[config.mk]
export PLATFORM = sky130hd
export DESIGN_NAME = boreal_feature_normalizer_flat
export DESIGN_NICKNAME = d
export VERILOG_FILES = /design/src/rtl/boreal_feature_normalizer_if.sv /design/src/rtl/boreal_feature_normalizer.sv /design/src/flat_wrapper.sv
export SDC_FILE = /design/constraint.sdc
export NUM_CORES = 2
export LEC_CHECK = 0
export ABC_AREA = 1
export ABC_CLOCK_PERIOD_IN_PS = 9200
export CAP_MARGIN = 0
export CORE_UTILIZATION = 40
export CTS_BUF_LIST = sky130_fd_sc_hd__clkbuf_8
export CTS_CLUSTER_SIZE = 14
export DETAILED_ROUTE_END_ITERATION = 12
export SYNTH_ARGS = -nofsm -noshare
export SYNTH_HDL_FRONTEND = slang
export SYNTH_SLANG_ARGS = --single-unit
export TNS_END_PERCENT = 20
[constraint.sdc]
create_clock -name clk -period 9.2 [get_ports clk]
set_input_delay 1.84 -clock clk [delete_from_list [all_inputs] [get_ports clk]]
set_output_delay 1.84 -clock clk [all_outputs]
set_load 0.02 [all_outputs]
[src/rtl/boreal_feature_normalizer_if.sv]
// Sample, result and register-write signals of the z-score normalizer.
// The master drives samples and register writes; the slave is the normalizer.
interface boreal_feature_normalizer_if;
    logic         valid;
    logic [127:0] raw;
    logic         in_ready;
    logic [127:0] features;
    logic         out_valid;
    logic         drop;
    logic [3:0]   reg_addr;
    logic [15:0]  reg_din;
    logic         reg_we;

    modport master (
        output valid, raw, reg_addr, reg_din, reg_we,
        input  in_ready, features, out_valid, drop
    );

    modport slave (
        input  valid, raw, reg_addr, reg_din, reg_we,
        output in_ready, features, out_valid, drop
    );
endinterface

[src/rtl/boreal_feature_normalizer.sv]
// Serial 8-channel z-score normalizer: one shared multiplier, one channel per cycle.
// Define BOREAL_NORM_ADAPT_EN to track per-channel means with an EMA.
module boreal_feature_normalizer #(
    parameter int ALPHA_SHIFT = 6
) (
    input logic                          clk,
    input logic                          rst,
    boreal_feature_normalizer_if.slave   bus
);
    typedef enum logic [0:0] {IDLE = 1'b0, RUN = 1'b1} state_t;

    state_t              state_r;
    logic [2:0]          ch_r;
    logic [127:0]        raw_r;
    logic [127:0]        stage_r;
    logic [127:0]        features_r;
    logic                out_valid_r;
    logic                in_ready_r;
    logic                drop_r;
    logic signed [15:0]  inv_std_r  [0:7];
    logic signed [23:0]  mean_acc_r [0:7];

    logic [15:0]         raw_ch_s;
    logic [15:0]         mean_ch_s;
    logic [15:0]         mean_eff_s;
    logic signed [15:0]  inv_ch_s;
    logic signed [16:0]  d_s;
    logic signed [32:0]  p_s;
    logic signed [32:0]  z_wide_s;
    logic [15:0]         z_sat_s;
    logic [127:0]        stage_next_s;

`ifdef BOREAL_NORM_ADAPT_EN
    logic                primed_r;
    logic signed [24:0]  target_s;
    logic signed [24:0]  acc_ext_s;
    logic signed [24:0]  ema_s;
    logic [23:0]         mean_next_s;
`endif

    assign bus.in_ready  = in_ready_r;
    assign bus.features  = features_r;
    assign bus.out_valid = out_valid_r;
    assign bus.drop      = drop_r;

    // Channel datapath: subtract mean, scale by inv_std, saturate to 16 bits.
    always_comb begin
        raw_ch_s  = raw_r[ch_r*16 +: 16];
        mean_ch_s = mean_acc_r[ch_r][23:8];
        inv_ch_s  = inv_std_r[ch_r];
`ifdef BOREAL_NORM_ADAPT_EN
        // Before the first sample the mean is seeded from raw, so z is forced to 0.
        if (primed_r) begin
            mean_eff_s = mean_ch_s;
        end else begin
            mean_eff_s = raw_ch_s;
        end
`else
        mean_eff_s = mean_ch_s;
`endif
        d_s      = {raw_ch_s[15], raw_ch_s} - {mean_eff_s[15], mean_eff_s};
        p_s      = d_s * inv_ch_s;
        z_wide_s = p_s >>> 5'd12;
        if (z_wide_s > 33'sd32767) begin
            z_sat_s = 16'h7FFF;
        end else if (z_wide_s < -33'sd32768) begin
            z_sat_s = 16'h8000;
        end else begin
            z_sat_s = z_wide_s[15:0];
        end
        stage_next_s = stage_r;
        stage_next_s[ch_r*16 +: 16] = z_sat_s;
    end

`ifdef BOREAL_NORM_ADAPT_EN
    // EMA step in 25-bit arithmetic; the first sample loads the mean directly.
    always_comb begin
        target_s  = {raw_ch_s[15], raw_ch_s, 8'h00};
        acc_ext_s = {mean_acc_r[ch_r][23], mean_acc_r[ch_r]};
        ema_s     = acc_ext_s + ((target_s - acc_ext_s) >>> ALPHA_SHIFT);
        if (primed_r) begin
            mean_next_s = ema_s[23:0];
        end else begin
            mean_next_s = target_s[23:0];
        end
    end
`endif

    // Coefficient and mean registers; a register write overrides the adaptive update.
    always_ff @(posedge clk) begin
        if (rst) begin
            for (int i = 0; i < 8; i++) begin
                inv_std_r[i]  <= 16'sh1000;
                mean_acc_r[i] <= 24'sh000000;
            end
        end else begin
`ifdef BOREAL_NORM_ADAPT_EN
            if (state_r == RUN) begin
                mean_acc_r[ch_r] <= mean_next_s;
            end
`endif
            if (bus.reg_we) begin
                if (!bus.reg_addr[3]) begin
                    inv_std_r[bus.reg_addr[2:0]] <= bus.reg_din;
                end else begin
                    mean_acc_r[bus.reg_addr[2:0]] <= {bus.reg_din, 8'h00};
                end
            end
        end
    end

    // Sequencer: accept in IDLE, walk channels 0..7 in RUN, publish after channel 7.
    always_ff @(posedge clk) begin
        if (rst) begin
            state_r     <= IDLE;
            ch_r        <= 3'd0;
            raw_r       <= 128'd0;
            stage_r     <= 128'd0;
            features_r  <= 128'd0;
            out_valid_r <= 1'b0;
            in_ready_r  <= 1'b1;
            drop_r      <= 1'b0;
`ifdef BOREAL_NORM_ADAPT_EN
            primed_r    <= 1'b0;
`endif
        end else begin
            out_valid_r <= 1'b0;
            if (bus.valid && !in_ready_r) begin
                drop_r <= 1'b1;
            end
            case (state_r)
                IDLE: begin
                    if (bus.valid) begin
                        raw_r      <= bus.raw;
                        ch_r       <= 3'd0;
                        in_ready_r <= 1'b0;
                        state_r    <= RUN;
                    end
                end
                RUN: begin
                    stage_r <= stage_next_s;
                    if (ch_r == 3'd7) begin
                        features_r  <= stage_next_s;
                        out_valid_r <= 1'b1;
                        in_ready_r  <= 1'b1;
                        state_r     <= IDLE;
`ifdef BOREAL_NORM_ADAPT_EN
                        primed_r    <= 1'b1;
`endif
                    end else begin
                        ch_r <= ch_r + 3'd1;
                    end
                end
                default: begin
                    state_r <= IDLE;
                end
            endcase
        end
    end
endmodule

[src/flat_wrapper.sv]
// flat-port wrapper written by rule: the top's interface ports become plain ports
module boreal_feature_normalizer_flat 
#(
    parameter int ALPHA_SHIFT = 6
)
  (clk, rst, bus_valid, bus_raw, bus_reg_addr, bus_reg_din, bus_reg_we, bus_in_ready, bus_features, bus_out_valid, bus_drop);
  boreal_feature_normalizer_if bus_i ();
  input logic clk;
  input logic rst;
  input wire logic [$bits(bus_i.valid)-1:0] bus_valid;
  input wire logic [$bits(bus_i.raw)-1:0] bus_raw;
  input wire logic [$bits(bus_i.reg_addr)-1:0] bus_reg_addr;
  input wire logic [$bits(bus_i.reg_din)-1:0] bus_reg_din;
  input wire logic [$bits(bus_i.reg_we)-1:0] bus_reg_we;
  output wire logic [$bits(bus_i.in_ready)-1:0] bus_in_ready;
  output wire logic [$bits(bus_i.features)-1:0] bus_features;
  output wire logic [$bits(bus_i.out_valid)-1:0] bus_out_valid;
  output wire logic [$bits(bus_i.drop)-1:0] bus_drop;
  assign bus_i.valid = bus_valid;
  assign bus_i.raw = bus_raw;
  assign bus_i.reg_addr = bus_reg_addr;
  assign bus_i.reg_din = bus_reg_din;
  assign bus_i.reg_we = bus_reg_we;
  assign bus_in_ready = bus_i.in_ready;
  assign bus_features = bus_i.features;
  assign bus_out_valid = bus_i.out_valid;
  assign bus_drop = bus_i.drop;
  boreal_feature_normalizer #(.ALPHA_SHIFT(ALPHA_SHIFT)) u_core (.clk(clk), .rst(rst), .bus(bus_i));
endmodule
==> flow_results.xml <==
<?xml version="1.0" encoding="UTF-8"?>
<metrics>
  <group name="synth">
    <metric name="synthesis.nets" unit="">5253</metric>
    <metric name="postSynthRegisterBits" unit="">650</metric>
    <metric name="sequential_share_of_the_synthesized_area" unit="%">40.3</metric>
    <metric name="synth.lib_cells_used.distinct" unit="">48</metric>
    <metric name="async_flop_share" unit="%">0</metric>
    <metric name="synth-warning-count" unit="">0</metric>
    <metric name="synth_enable_flop_cells" unit="">256</metric>
    <metric name="yosys_most_used_dff" unit="">sky130_fd_sc_hd__dfxtp_1</metric>
    <metric name="syn_avg_cell_area" unit="sq um">8.19</metric>
    <metric name="netlist_area_before_placement" unit="sq um">38700</metric>
    <metric name="syn-instance-count" unit="">4724</metric>
  </group>
  <group name="floorplan">
    <metric name="placementRows" unit="">113</metric>
    <metric name="core_area" unit="sq um">95400</metric>
    <metric name="initial_utilization" unit="%">40.5</metric>
    <metric name="boundaryPins" unit="">283</metric>
    <metric name="die_area" unit="sq um">98000</metric>
    <metric name="fp.dieH" unit="microns">313</metric>
    <metric name="die_w" unit="microns">313</metric>
  </group>
  <group name="clock_tree">
    <metric name="cts.hold.buffers_added" unit="">0</metric>
    <metric name="cts_root_buffer" unit="">sky130_fd_sc_hd__clkbuf_8</metric>
    <metric name="ctsLongestPathBuffers" unit="">3</metric>
    <metric name="worstSkewPairLatency" unit="ns">0.78</metric>
    <metric name="cts.clk_slew.worst_paths" unit="ns">0.07</metric>
    <metric name="numClockSinks" unit="">650</metric>
    <metric name="numCtsBuffers" unit="">105</metric>
    <metric name="cts.htree.levels" unit="">3</metric>
    <metric name="tritoncts" unit="">done</metric>
  </group>
  <group name="sta">
    <metric name="grt_setup_unrepaired" unit="">yes</metric>
    <metric name="fmax" unit="GHz">0.108</metric>
    <metric name="finalMaxSlewViolations" unit="">0</metric>
    <metric name="report.final.hold_viol_count" unit="">0</metric>
    <metric name="fin_crit" unit="ns">9.24</metric>
    <metric name="tightest_slew" unit="ns">1.16</metric>
    <metric name="timing.final.crit_share" unit="%">100</metric>
    <metric name="skew" unit="ns">0.0574</metric>
    <metric name="layout_setup_ws" unit="ns">-0.0417</metric>
    <metric name="max-slew-margin-rel" unit="%">22.3</metric>
    <metric name="timing.final.setup_violations" unit="">6</metric>
    <metric name="fin_tns_setup" unit="ns">-0.0882</metric>
  </group>
  <group name="layout">
    <metric name="mostFrequentLayoutCells" unit="">sky130_fd_sc_hd__nor2_1 (912), sky130_fd_sc_hd__nand2_1 (761), sky130_fd_sc_hd__inv_1 (467), sky130_fd_sc_hd__o21ai_0 (405), sky130_fd_sc_hd__dfxtp_1 (389)</metric>
    <metric name="n_fill_cell" unit="">9056</metric>
    <metric name="post_route_cells_drive_above_1_share" unit="%">18.2</metric>
    <metric name="post_layout_nonfiller_instances" unit="">6564</metric>
    <metric name="stdcell_area" unit="sq um">48600</metric>
    <metric name="most_common_cell_after_layout_fill_and_taps_aside" unit="">sky130_fd_sc_hd__nor2_1</metric>
    <metric name="regArea" unit="sq um">15600</metric>
    <metric name="fin_nets" unit="">5746</metric>
    <metric name="multi_input_gate_area_in_the_final_layout" unit="sq um">21600</metric>
    <metric name="area_delta_synth_final" unit="%">25.7</metric>
  </group>
  <group name="critical_path">
    <metric name="worstSetupEndpointType" unit="">flip-flop</metric>
    <metric name="reg2regPathDepth" unit="">56</metric>
    <metric name="worst_endpoint_required_time" unit="ns">9.86</metric>
    <metric name="crit_slowest_cell" unit="">sky130_fd_sc_hd__fa_1</metric>
    <metric name="timing.critical_path.depth" unit="">56</metric>
    <metric name="arrival" unit="ns">9.90</metric>
    <metric name="setup.worst_path.class" unit="">flip-flop to flip-flop</metric>
    <metric name="cp_top_family" unit="">adder cells</metric>
    <metric name="worst_path_largest_cell_delay" unit="ns">0.56</metric>
    <metric name="crit_path_max_fanout" unit="">8</metric>
    <metric name="worst_setup_path_start_kind" unit="">flip-flop</metric>
    <metric name="cpMostUsedCell" unit="">sky130_fd_sc_hd__nand2_1</metric>
    <metric name="worst-path-buf-inv" unit="">12</metric>
  </group>
  <group name="global_routing">
    <metric name="groute.usage.overall" unit="%">25.4</metric>
    <metric name="grt_pass1_wl" unit="microns">193000</metric>
    <metric name="grt_start_max_net_pins" unit="">117</metric>
    <metric name="grt_antenna_before_repair" unit="">1</metric>
    <metric name="number_of_global_route_vias_before_repair" unit="">33500</metric>
    <metric name="grt-ovfl-total" unit="">0</metric>
  </group>
  <group name="detailed_routing">
    <metric name="drt_pass1_iterations" unit="">6</metric>
    <metric name="final_antenna_net_count" unit="">0</metric>
    <metric name="routed_wirelength" unit="microns">126000</metric>
    <metric name="routed-via-count" unit="">34200</metric>
    <metric name="wl_per_cell" unit="microns">19.2</metric>
    <metric name="violation_count_after_the_first_detailed_route_iteration" unit="">2717</metric>
    <metric name="vias_per_cell" unit="">5.21</metric>
    <metric name="post-route-drc-count" unit="">0</metric>
  </group>
  <group name="placement">
    <metric name="placement.setup.worst_slack" unit="ns">-0.535</metric>
    <metric name="hpwlAfterDp" unit="microns">89700</metric>
    <metric name="routabilityCongestion" unit="">0.955</metric>
    <metric name="placed_cells_incl_taps" unit="">6323</metric>
    <metric name="port_buffers" unit="">282</metric>
    <metric name="placedInstanceArea" unit="sq um">44700</metric>
  </group>
  <group name="run">
    <metric name="maxCapViolations" unit="">0</metric>
  </group>
  <group name="status">
    <metric name="failed_checks" unit="">negative setup slack</metric>
    <metric name="run_status" unit="">finished with violations</metric>
  </group>
  <group name="hold_path">
    <metric name="timing.hold.worst_path_depth" unit="">2</metric>
    <metric name="worst_hold_path_type" unit="">flip-flop to flip-flop</metric>
  </group>
</metrics>
## per-stage QoR
step           util (%)  hold WS [ns]
5_1_grt            51.0         0.470
6_report           51.0         0.456
2_1_floorplan         -         0.449
4_1_cts            49.6         0.458
3_5_place_dp       46.8         0.438
3_3_place_gp       46.8         0.438
## cells by family after synthesis
| kind of cell | after synthesis | share of synthesized area, % |
|---|---|---|
| AO/OA/AOI/OAI | 837 | 11.8 |
| XOR/XNOR | 30 | 0.679 |
| adder cells (fa/ha/maj) | 377 | 17.5 |
| buffers and inverters | 754 | 7.48 |
| flip-flops | 650 | 40.3 |
| AND/OR/NAND/NOR | 2076 | 22.2 |
## per-layer routing
layer / track usage (%) / part of all wire (%) / wire [microns] / vias up
met5: 0 / 0 / 0 / -
met4: 9.83 / 3.6 / 4540 / 0
met3: 3.71 / 6.9 / 8640 / 218
met2: 41.1 / 47 / 58700 / 1234
met1: 34.4 / 43 / 54100 / 16600
li1: - / - / - / 16200
## registers in the layout (all words and copies together), names as in the netlist, named ones only
name and flops:
u_core.bus.in_ready 1, u_core.raw_r 128, u_core.mean_acc_r 128, u_core.stage_r 128, u_core.ch_r 3, u_core.bus.out_valid 1
u_core.state_r 1, u_core.bus.features 128, u_core.bus.drop 1, u_core.inv_std_r 128
## synthesized netlist by cell type (2+ instances only)
| cell | count | area, sq um |
|---|---|---|
| sky130_fd_sc_hd__dfxtp_1 | 394 | 7890 |
| sky130_fd_sc_hd__nor2_1 | 947 | 3550 |
| sky130_fd_sc_hd__nand3_2 | 33 | 330 |
| sky130_fd_sc_hd__inv_1 | 464 | 1740 |
| sky130_fd_sc_hd__inv_2 | 3 | 11.3 |
| sky130_fd_sc_hd__a21oi_1 | 158 | 791 |
| sky130_fd_sc_hd__nand3b_1 | 2 | 15.0 |
| sky130_fd_sc_hd__ha_1 | 101 | 1260 |
| sky130_fd_sc_hd__clkinv_1 | 14 | 52.6 |
| sky130_fd_sc_hd__or2_2 | 68 | 425 |
| sky130_fd_sc_hd__o21ai_2 | 5 | 43.8 |
| sky130_fd_sc_hd__nand4_1 | 34 | 213 |
| sky130_fd_sc_hd__nor3_1 | 17 | 85.1 |
| sky130_fd_sc_hd__a32o_1 | 24 | 240 |
| sky130_fd_sc_hd__o2111ai_1 | 2 | 17.5 |
| sky130_fd_sc_hd__nand3_1 | 78 | 390 |
| sky130_fd_sc_hd__o21a_1 | 2 | 15.0 |
| sky130_fd_sc_hd__nor4_1 | 5 | 31.3 |
| sky130_fd_sc_hd__edfxtp_1 | 256 | 7690 |
| sky130_fd_sc_hd__o22ai_1 | 35 | 219 |
| sky130_fd_sc_hd__o21bai_1 | 2 | 15.0 |
| sky130_fd_sc_hd__a21boi_0 | 3 | 22.5 |
| sky130_fd_sc_hd__buf_6 | 3 | 33.8 |
| sky130_fd_sc_hd__o21ai_1 | 87 | 435 |
| sky130_fd_sc_hd__xnor2_1 | 11 | 96.3 |
| sky130_fd_sc_hd__clkbuf_1 | 242 | 908 |
| sky130_fd_sc_hd__a31oi_1 | 37 | 231 |
| sky130_fd_sc_hd__fa_1 | 276 | 5530 |
| sky130_fd_sc_hd__o221ai_1 | 19 | 166 |
| sky130_fd_sc_hd__buf_2 | 10 | 50.1 |
| sky130_fd_sc_hd__nand2_2 | 20 | 125 |
| sky130_fd_sc_hd__a21o_1 | 10 | 75.1 |
| sky130_fd_sc_hd__buf_1 | 16 | 60.1 |
| sky130_fd_sc_hd__a31o_2 | 2 | 17.5 |
| sky130_fd_sc_hd__nand2_4 | 18 | 203 |
| sky130_fd_sc_hd__xor2_1 | 19 | 166 |
| sky130_fd_sc_hd__nand2_1 | 851 | 3190 |
| sky130_fd_sc_hd__o21ai_0 | 446 | 2230 |
## path summary, 6_finish.rpt
| path | from | to | slack (ns) |
|---|---|---|---|
| worst max-delay path | u_core.ch_r[1] | u_core.stage_r[42] | -0.04 |
| worst min-delay path | u_core.bus.features[58] | u_core.bus.features[58] | 0.46 |
| worst max register to register | u_core.ch_r[1] | u_core.stage_r[42] | -0.04 |
| worst min register to register | u_core.bus.features[58] | u_core.bus.features[58] | 0.46 |
## area by class of cell
type                            instances  share of cell area (%)
Clock buffer                          123                    3.48
Clock inverter                         65                   0.834
Sequential cell                       650                    32.1
Antenna cell                            1                 0.00515
Timing Repair Buffer                  658                    12.2
Tap cell                             1265                    3.25
Multi-Input combinational cell       3321                    44.4
Inverter                              481                    3.78
## worst min-delay path, delay by kind of cell (launching register included)
kind / cells / cell delay, ns
flops: 1 / 0.31
simple gates: 2 / 0.11
## repair_timing
action / 4_1_cts / 5_1_grt
gates resized for setup: 82 / 322
setup endpoints to repair: 256 / 256
pin swaps: 32 / 144
buffers inserted: 21 / 29
gates cloned: 3 / 0
Power is not shown: default switching activity piles up to over one toggle a cycle in this logic, so the estimate is an artifact.
